===== src/rtl/seg_display_scheduler.sv =====
// -----------------------------------------------------------------------------
// seg_display_scheduler
//
// Purpose:
//   Time-shares the 4-bit seven-segment display path between up to four
//   producers. It grants one requester at a time with round-robin fairness,
//   latches the granted nibble, and holds it on the display for HOLD_CYCLES.
//   It then blanks the display for GAP_CYCLES before the next grant is
//   considered.
//
// Parameters:
//   NUM_SRC      number of requesters (2..4)
//   HOLD_CYCLES  dwell time per value in clock cycles (>= 1)
//   GAP_CYCLES   blank time between values in clock cycles (0 = no gap)
//
// Ports:
//   clock_10Mhz    in   system clock, rising edge
//   reset          in   synchronous, active-high reset
//   req_valid      in   [NUM_SRC]   per-source request
//   req_data       in   [4*NUM_SRC] source i nibble at [4i+3:4i]
//   req_ready      out  [NUM_SRC]   one-hot accept (combinational, IDLE only)
//   skip           in   ends the current SHOW dwell early
//   display_data   out  [4]         nibble to the display controller
//   display_valid  out  high while a value is shown, low means blank
//   active_src     out  [2]         index of the source currently/last shown
//   busy           out  high in SHOW or GAP (registered)
// -----------------------------------------------------------------------------
module seg_display_scheduler #(
  parameter int NUM_SRC     = 3,
  parameter int HOLD_CYCLES = 10_000_000,
  parameter int GAP_CYCLES  = 1_000_000
) (
  input  logic                 clock_10Mhz,
  input  logic                 reset,
  input  logic [NUM_SRC-1:0]   req_valid,
  input  logic [4*NUM_SRC-1:0] req_data,
  output logic [NUM_SRC-1:0]   req_ready,
  input  logic                 skip,
  output logic [3:0]           display_data,
  output logic                 display_valid,
  output logic [1:0]           active_src,
  output logic                 busy
);

  // Counter is sized for the longer of the two timed states; it counts
  // 0..N-1 inside a state and is cleared on every exit, so it never wraps.
  localparam int CNT_MAX_HG = (HOLD_CYCLES > GAP_CYCLES) ? HOLD_CYCLES : GAP_CYCLES;
  localparam int CNT_MAX    = (CNT_MAX_HG > 2) ? CNT_MAX_HG : 2;
  localparam int CNT_W      = $clog2(CNT_MAX);

  localparam int GAP_LAST_I = (GAP_CYCLES > 0) ? (GAP_CYCLES - 1) : 0;

  localparam logic [CNT_W-1:0] HOLD_LAST  = CNT_W'(HOLD_CYCLES - 1);
  localparam logic [CNT_W-1:0] GAP_LAST   = CNT_W'(GAP_LAST_I);
  localparam logic [1:0]       GRANT_INIT = 2'(NUM_SRC - 1);

  typedef enum logic [1:0] {
    ST_IDLE = 2'd0,
    ST_SHOW = 2'd1,
    ST_GAP  = 2'd2
  } state_t;

  state_t           state_reg;
  state_t           state_next;
  logic [CNT_W-1:0] cnt_reg;
  logic [CNT_W-1:0] cnt_next;
  logic [1:0]       last_grant_reg;
  logic [3:0]       data_reg;
  logic             valid_reg;
  logic [1:0]       src_reg;
  logic             busy_reg;

  // Arbiter results
  logic             grant_found;
  logic [1:0]       grant_idx;
  logic [3:0]       grant_data;

  // Decoded events
  logic             transfer;
  logic             show_done;
  logic             gap_done;

  // ---------------------------------------------------------------------------
  // Round-robin arbiter: scan starting at last_grant+1 and take the first
  // valid source. Only indices below NUM_SRC are ever visited, so
  // nonexistent sources can never be granted.
  // ---------------------------------------------------------------------------
  always_comb begin
    grant_found = 1'b0;
    grant_idx   = '0;
    grant_data  = '0;
    for (int off = 0; off < NUM_SRC; off++) begin
      if (!grant_found && req_valid[(int'(last_grant_reg) + 1 + off) % NUM_SRC]) begin
        grant_found = 1'b1;
        grant_idx   = 2'((int'(last_grant_reg) + 1 + off) % NUM_SRC);
        grant_data  = req_data[4*((int'(last_grant_reg) + 1 + off) % NUM_SRC) +: 4];
      end
    end
  end

  // A transfer only happens in IDLE. Gating with reset keeps the reset
  // cycle from both accepting a request and showing a ready pulse.
  assign transfer  = (state_reg == ST_IDLE) && grant_found && !reset;

  // Expiry and skip in the same cycle collapse into one exit.
  assign show_done = (state_reg == ST_SHOW) && (skip || (cnt_reg == HOLD_LAST));
  assign gap_done  = (state_reg == ST_GAP) && (cnt_reg == GAP_LAST);

  // ---------------------------------------------------------------------------
  // FSM process 1: state and datapath registers
  // ---------------------------------------------------------------------------
  always_ff @(posedge clock_10Mhz) begin
    if (reset) begin
      state_reg      <= ST_IDLE;
      cnt_reg        <= '0;
      last_grant_reg <= GRANT_INIT;
      data_reg       <= '0;
      valid_reg      <= 1'b0;
      src_reg        <= '0;
      busy_reg       <= 1'b0;
    end else begin
      state_reg <= state_next;
      cnt_reg   <= cnt_next;
      // The nibble and source are only updated on a grant, so they are
      // retained through GAP and IDLE.
      if (transfer) begin
        data_reg       <= grant_data;
        src_reg        <= grant_idx;
        last_grant_reg <= grant_idx;
      end
      valid_reg <= (state_next == ST_SHOW);
      busy_reg  <= (state_next != ST_IDLE);
    end
  end

  // ---------------------------------------------------------------------------
  // FSM process 2: next-state and counter logic
  // ---------------------------------------------------------------------------
  always_comb begin
    state_next = state_reg;
    case (state_reg)
      ST_IDLE: begin
        if (transfer) begin
          state_next = ST_SHOW;
        end
      end
      ST_SHOW: begin
        if (show_done) begin
          state_next = (GAP_CYCLES == 0) ? ST_IDLE : ST_GAP;
        end
      end
      ST_GAP: begin
        if (gap_done) begin
          state_next = ST_IDLE;
        end
      end
      default: state_next = ST_IDLE;
    endcase
  end

  always_comb begin
    cnt_next = '0;
    if (((state_reg == ST_SHOW) && !show_done) ||
        ((state_reg == ST_GAP) && !gap_done)) begin
      cnt_next = cnt_reg + CNT_W'(1);
    end
  end

  // ---------------------------------------------------------------------------
  // FSM process 3: outputs
  // ---------------------------------------------------------------------------
  // One-hot ready on the winning source. The ready path depends only on the
  // state, the request vector and reset; skip never reaches it.
  for (genvar gi = 0; gi < NUM_SRC; gi++) begin : g_ready
    assign req_ready[gi] = transfer && (grant_idx == 2'(gi));
  end

  always_comb begin
    display_data  = data_reg;
    display_valid = valid_reg;
    active_src    = src_reg;
    busy          = busy_reg;
  end

endmodule

===== config.mk =====
export PLATFORM = sky130hd
export DESIGN_NAME = seg_display_scheduler
export DESIGN_NICKNAME = d
export VERILOG_FILES = /design/src/rtl/seg_display_scheduler.sv
export SDC_FILE = /design/constraint.sdc
export NUM_CORES = 1
export LEC_CHECK = 0
export ABC_AREA = 1
export BUFFER_PORTS_ARGS = -buffer_cell sky130_fd_sc_hd__buf_2
export CORE_MARGIN = 4
export CORE_UTILIZATION = 40
export DETAILED_ROUTE_END_ITERATION = 7
export GPL_TIMING_DRIVEN = 0
export PLACE_DENSITY = 0.65
export SYNTH_ARGS = -nofsm -noshare
export SYNTH_HDL_FRONTEND = slang
export SYNTH_SLANG_ARGS = --single-unit

===== constraint.sdc =====
create_clock -name clock_10Mhz -period 2.2 [get_ports clock_10Mhz]
set_input_delay 0.44 -clock clock_10Mhz [delete_from_list [all_inputs] [get_ports clock_10Mhz]]
set_output_delay 0.44 -clock clock_10Mhz [all_outputs]
set_load 0.01 [all_outputs]

==> flow_summary.json <==
{
  "ir_worst_vdd_v": 0.00102,
  "power.leakage_nw": 1.49,
  "maxCapViolCount": 0,
  "clock_latency_ns": 0.28,
  "multi_input_comb_area_sq_um": 1820,
  "path_buf_inv": 4,
  "arrival_ns": 2.00,
  "io_pins": 29,
  "antennaDiodeCount": 0,
  "post-route-util_pct": 54.2,
  "outcome": "finished, violations left",
  "fmax_mhz": 409,
  "drt_first_pass_iters": 5,
  "crit_start": "last_grant_reg[0]",
  "critPathMaxStageDelay_ns": 0.37,
  "root_buffer": "clkbuf_8",
  "hold_buffers": 0,
  "gp_congestion": 0.846,
  "hold_class": "reg -> reg",
  "nFillCells": 577,
  "seqCellArea_sq_um": 708,
  "track_usage_pct": 18.5,
  "syn_inst": 418,
  "finalPower_w": 0.00415,
  "numCtsBuffers": 5,
  "syn_area_sq_um": 2620,
  "vias": 2769,
  "dp_cells": 523,
  "syn_to_final_growth_pct": 31.3,
  "cts_tree": "built",
  "start_util_pct": 41.3,
  "drt_wl_total_microns": 7020,
  "min_from": "cnt_reg[0]",
  "ys_seq_area_share_pct": 26.7,
  "ys_warn_count": 0,
  "post-dp-hpwl_microns": 4810,
  "fin_nets": 506,
  "synth-seq-cells": 35,
  "htree_num_levels": 2,
  "synth_nets": 448,
  "layout_setup_ws_ns": -0.243,
  "cts_max_path_buffers": 2,
  "synth_top_area_share_pct": 26.7,
  "slew_viol_final": 0,
  "overflow": 0,
  "maxSlewHeadroom_pct": 63.5,
  "core_area_sq_um": 6350,
  "clock-sinks": 35,
  "worst_slew_pin_slew_ns": 0.547,
  "clk_pin_slew_worst_paths_ns": 0.07,
  "cp_cell_sequence": "inv_6 -> ha_4 -> nand2_2 -> inv_1 -> nand2_2 -> nand2_4 -> inv_4 -> nand3_4 -> nor2_2 -> nor2_2 -> nand2_1 -> nor2_4 -> buf_2",
  "layout-drive-gt1-share_pct": 27.3,
  "critPathKind": "reg -> out",
  "synth_top_flop_cell": "dfxtp_1",
  "post_drt_wl_per_cell_microns": 12.7,
  "ant_nets": 0,
  "yosysTopAreaCell": "dfxtp_1",
  "fp.dieArea_sq_um": 7910,
  "grt_pass1_wl_microns": 11700,
  "hold_violations": 0,
  "grt_pass1_vias": 2612,
  "final_common_cell": "nor2_1",
  "ys_types": 30,
  "end_kind": "output pin",
  "fin_crit_ns": 2.44,
  "required_ns": 1.76,
  "drc_errors": 0,
  "worst-path-max-fanout": 5,
  "rows": 29,
  "die_x_microns": 88.9,
  "crit_family": "simple AND/OR/NAND/NOR gates",
  "io_buffers": 28,
  "violations": "setup timing",
  "ys_top_cells_by_area": "dfxtp_1 (27%), nor2_1 (12%), nand2_1 (12%), inv_1 (8.5%), nand3_1 (7.4%)",
  "fin_cells": 554,
  "fin_skew_ns": 0.00370,
  "start_kind": "register",
  "async_flop_share_pct": 0,
  "grt_max_degree": 12,
  "synth-edff-count": 0,
  "setup_violations": 7,
  "period_share_pct": 111,
  "vias_per_cell": 5.00,
  "drtIter0Drc": 167,
  "largest_reg_flops": 24,
  "grt_antenna_before_repair": 0,
  "crit_path_top_delay_cell": "dfxtp_4",
  "reg2reg_from": "last_grant_reg[0]",
  "rsz0062_at_grt": "yes",
  "power.density_nw_per_um2": 1210,
  "fp.dieH_microns": 88.9,
  "final_cell_mix": "nor2_1 (81), nand2_1 (69), inv_1 (50)",
  "syn_avg_cell_area_sq_um": 6.27
}
==> cell usage after synthesis, types with 2 or more instances <==
master / count
clkbuf_1: 2
nand2_1: 82
nand3_2: 3
xnor2_1: 6
nand3_1: 39
nand2_2: 3
nor3_2: 2
a21oi_1: 7
nor2_4: 2
o211ai_1: 4
buf_2: 5
xor2_1: 17
nor4_1: 3
dfxtp_1: 35
nor2_1: 86
inv_2: 2
o21ai_0: 23
nand4_1: 7
nor3_1: 6
ha_1: 12
inv_1: 59
buf_4: 3
buf_6: 3
==> metal layers <==
metal  vias to the layer above  global-route usage (%)  share of wire (%)
met4                         0                    5.55                1.5
met1                      1263                    25.0                 48
li1                       1429                       -                  -
met2                        62                    29.8                 46
met3                        15                    3.78                4.7
met5                         -                       0                  0
==> stage by stage <==
step / setup WS [ns] / hold WS, ns / area [sq um] / setup TNS [ns]
3_3_place_gp: -0.303 / 0.434 / 2870 / -1.43
2_1_floorplan: 0.0118 / 0.418 / 2630 / 0
6_report: -0.243 / 0.453 / 3440 / -0.944
5_1_grt: -0.341 / 0.494 / 3440 / -1.63
3_5_place_dp: -0.318 / 0.450 / 2870 / -1.77
4_1_cts: -0.222 / 0.462 / 3370 / -0.488
==> where the power goes <==
group	switching, W	total, W	leakage [nW]	internal, W
Sequential	0.0000474	0.000755	0.285	0.000708
Combinational	0.00154	0.00280	1.14	0.00126
Clock	0.000229	0.000595	0.0612	0.000366
==> worst reg2reg max path, delay by kind of cell, from the launching register on <==
kind / cells / cell delay (ns)
adders and majority gates: 3 / 0.63
buffers and inverters: 6 / 0.58
and+or+nand+nor: 7 / 0.54
DFF: 1 / 0.37
xor gates and xnor gates: 1 / 0.13
==> timing repair <==
action,CTS,global route
endpoints found under the setup margin,7,7
resized for setup,61,15
buffers inserted,20,4
pin swaps,20,12
==> worst paths after layout <==
kind,to,slack (ns),cells past startpoint
setup / recovery,req_ready[0],-0.24,13
hold / removal,cnt_reg[0],0.45,1
setup reg to reg,display_data[1],-0.10,17
hold reg to reg,cnt_reg[0],0.45,1
==> cells by family (layout without fill, tap and decap cells) <==
kind of cell | count (synthesis) | count (layout) | share of synthesized area, %
AND/OR/NAND/NOR | 237 | 237 | 40.0
buffers and inverters | 74 | 133 | 12.1
AO/OA/AOI/OAI | 37 | 37 | 7.69
flip-flops | 35 | 35 | 26.7
XOR/XNOR | 23 | 23 | 7.69
adder cells (fa/ha/maj) | 12 | 12 | 5.73
==> final cells by class <==
cell class | instances | area share (%)
buffer | 12 | 2.98
tap | 77 | 2.80
clock buffer | 6 | 2.40
multi-input combinational | 309 | 52.8
clock inverter | 2 | 1.02
sequential | 35 | 20.6
timing repair buffer | 52 | 10.3
inverter | 61 | 7.16
Note: power is estimated with default switching activity, not from simulation.
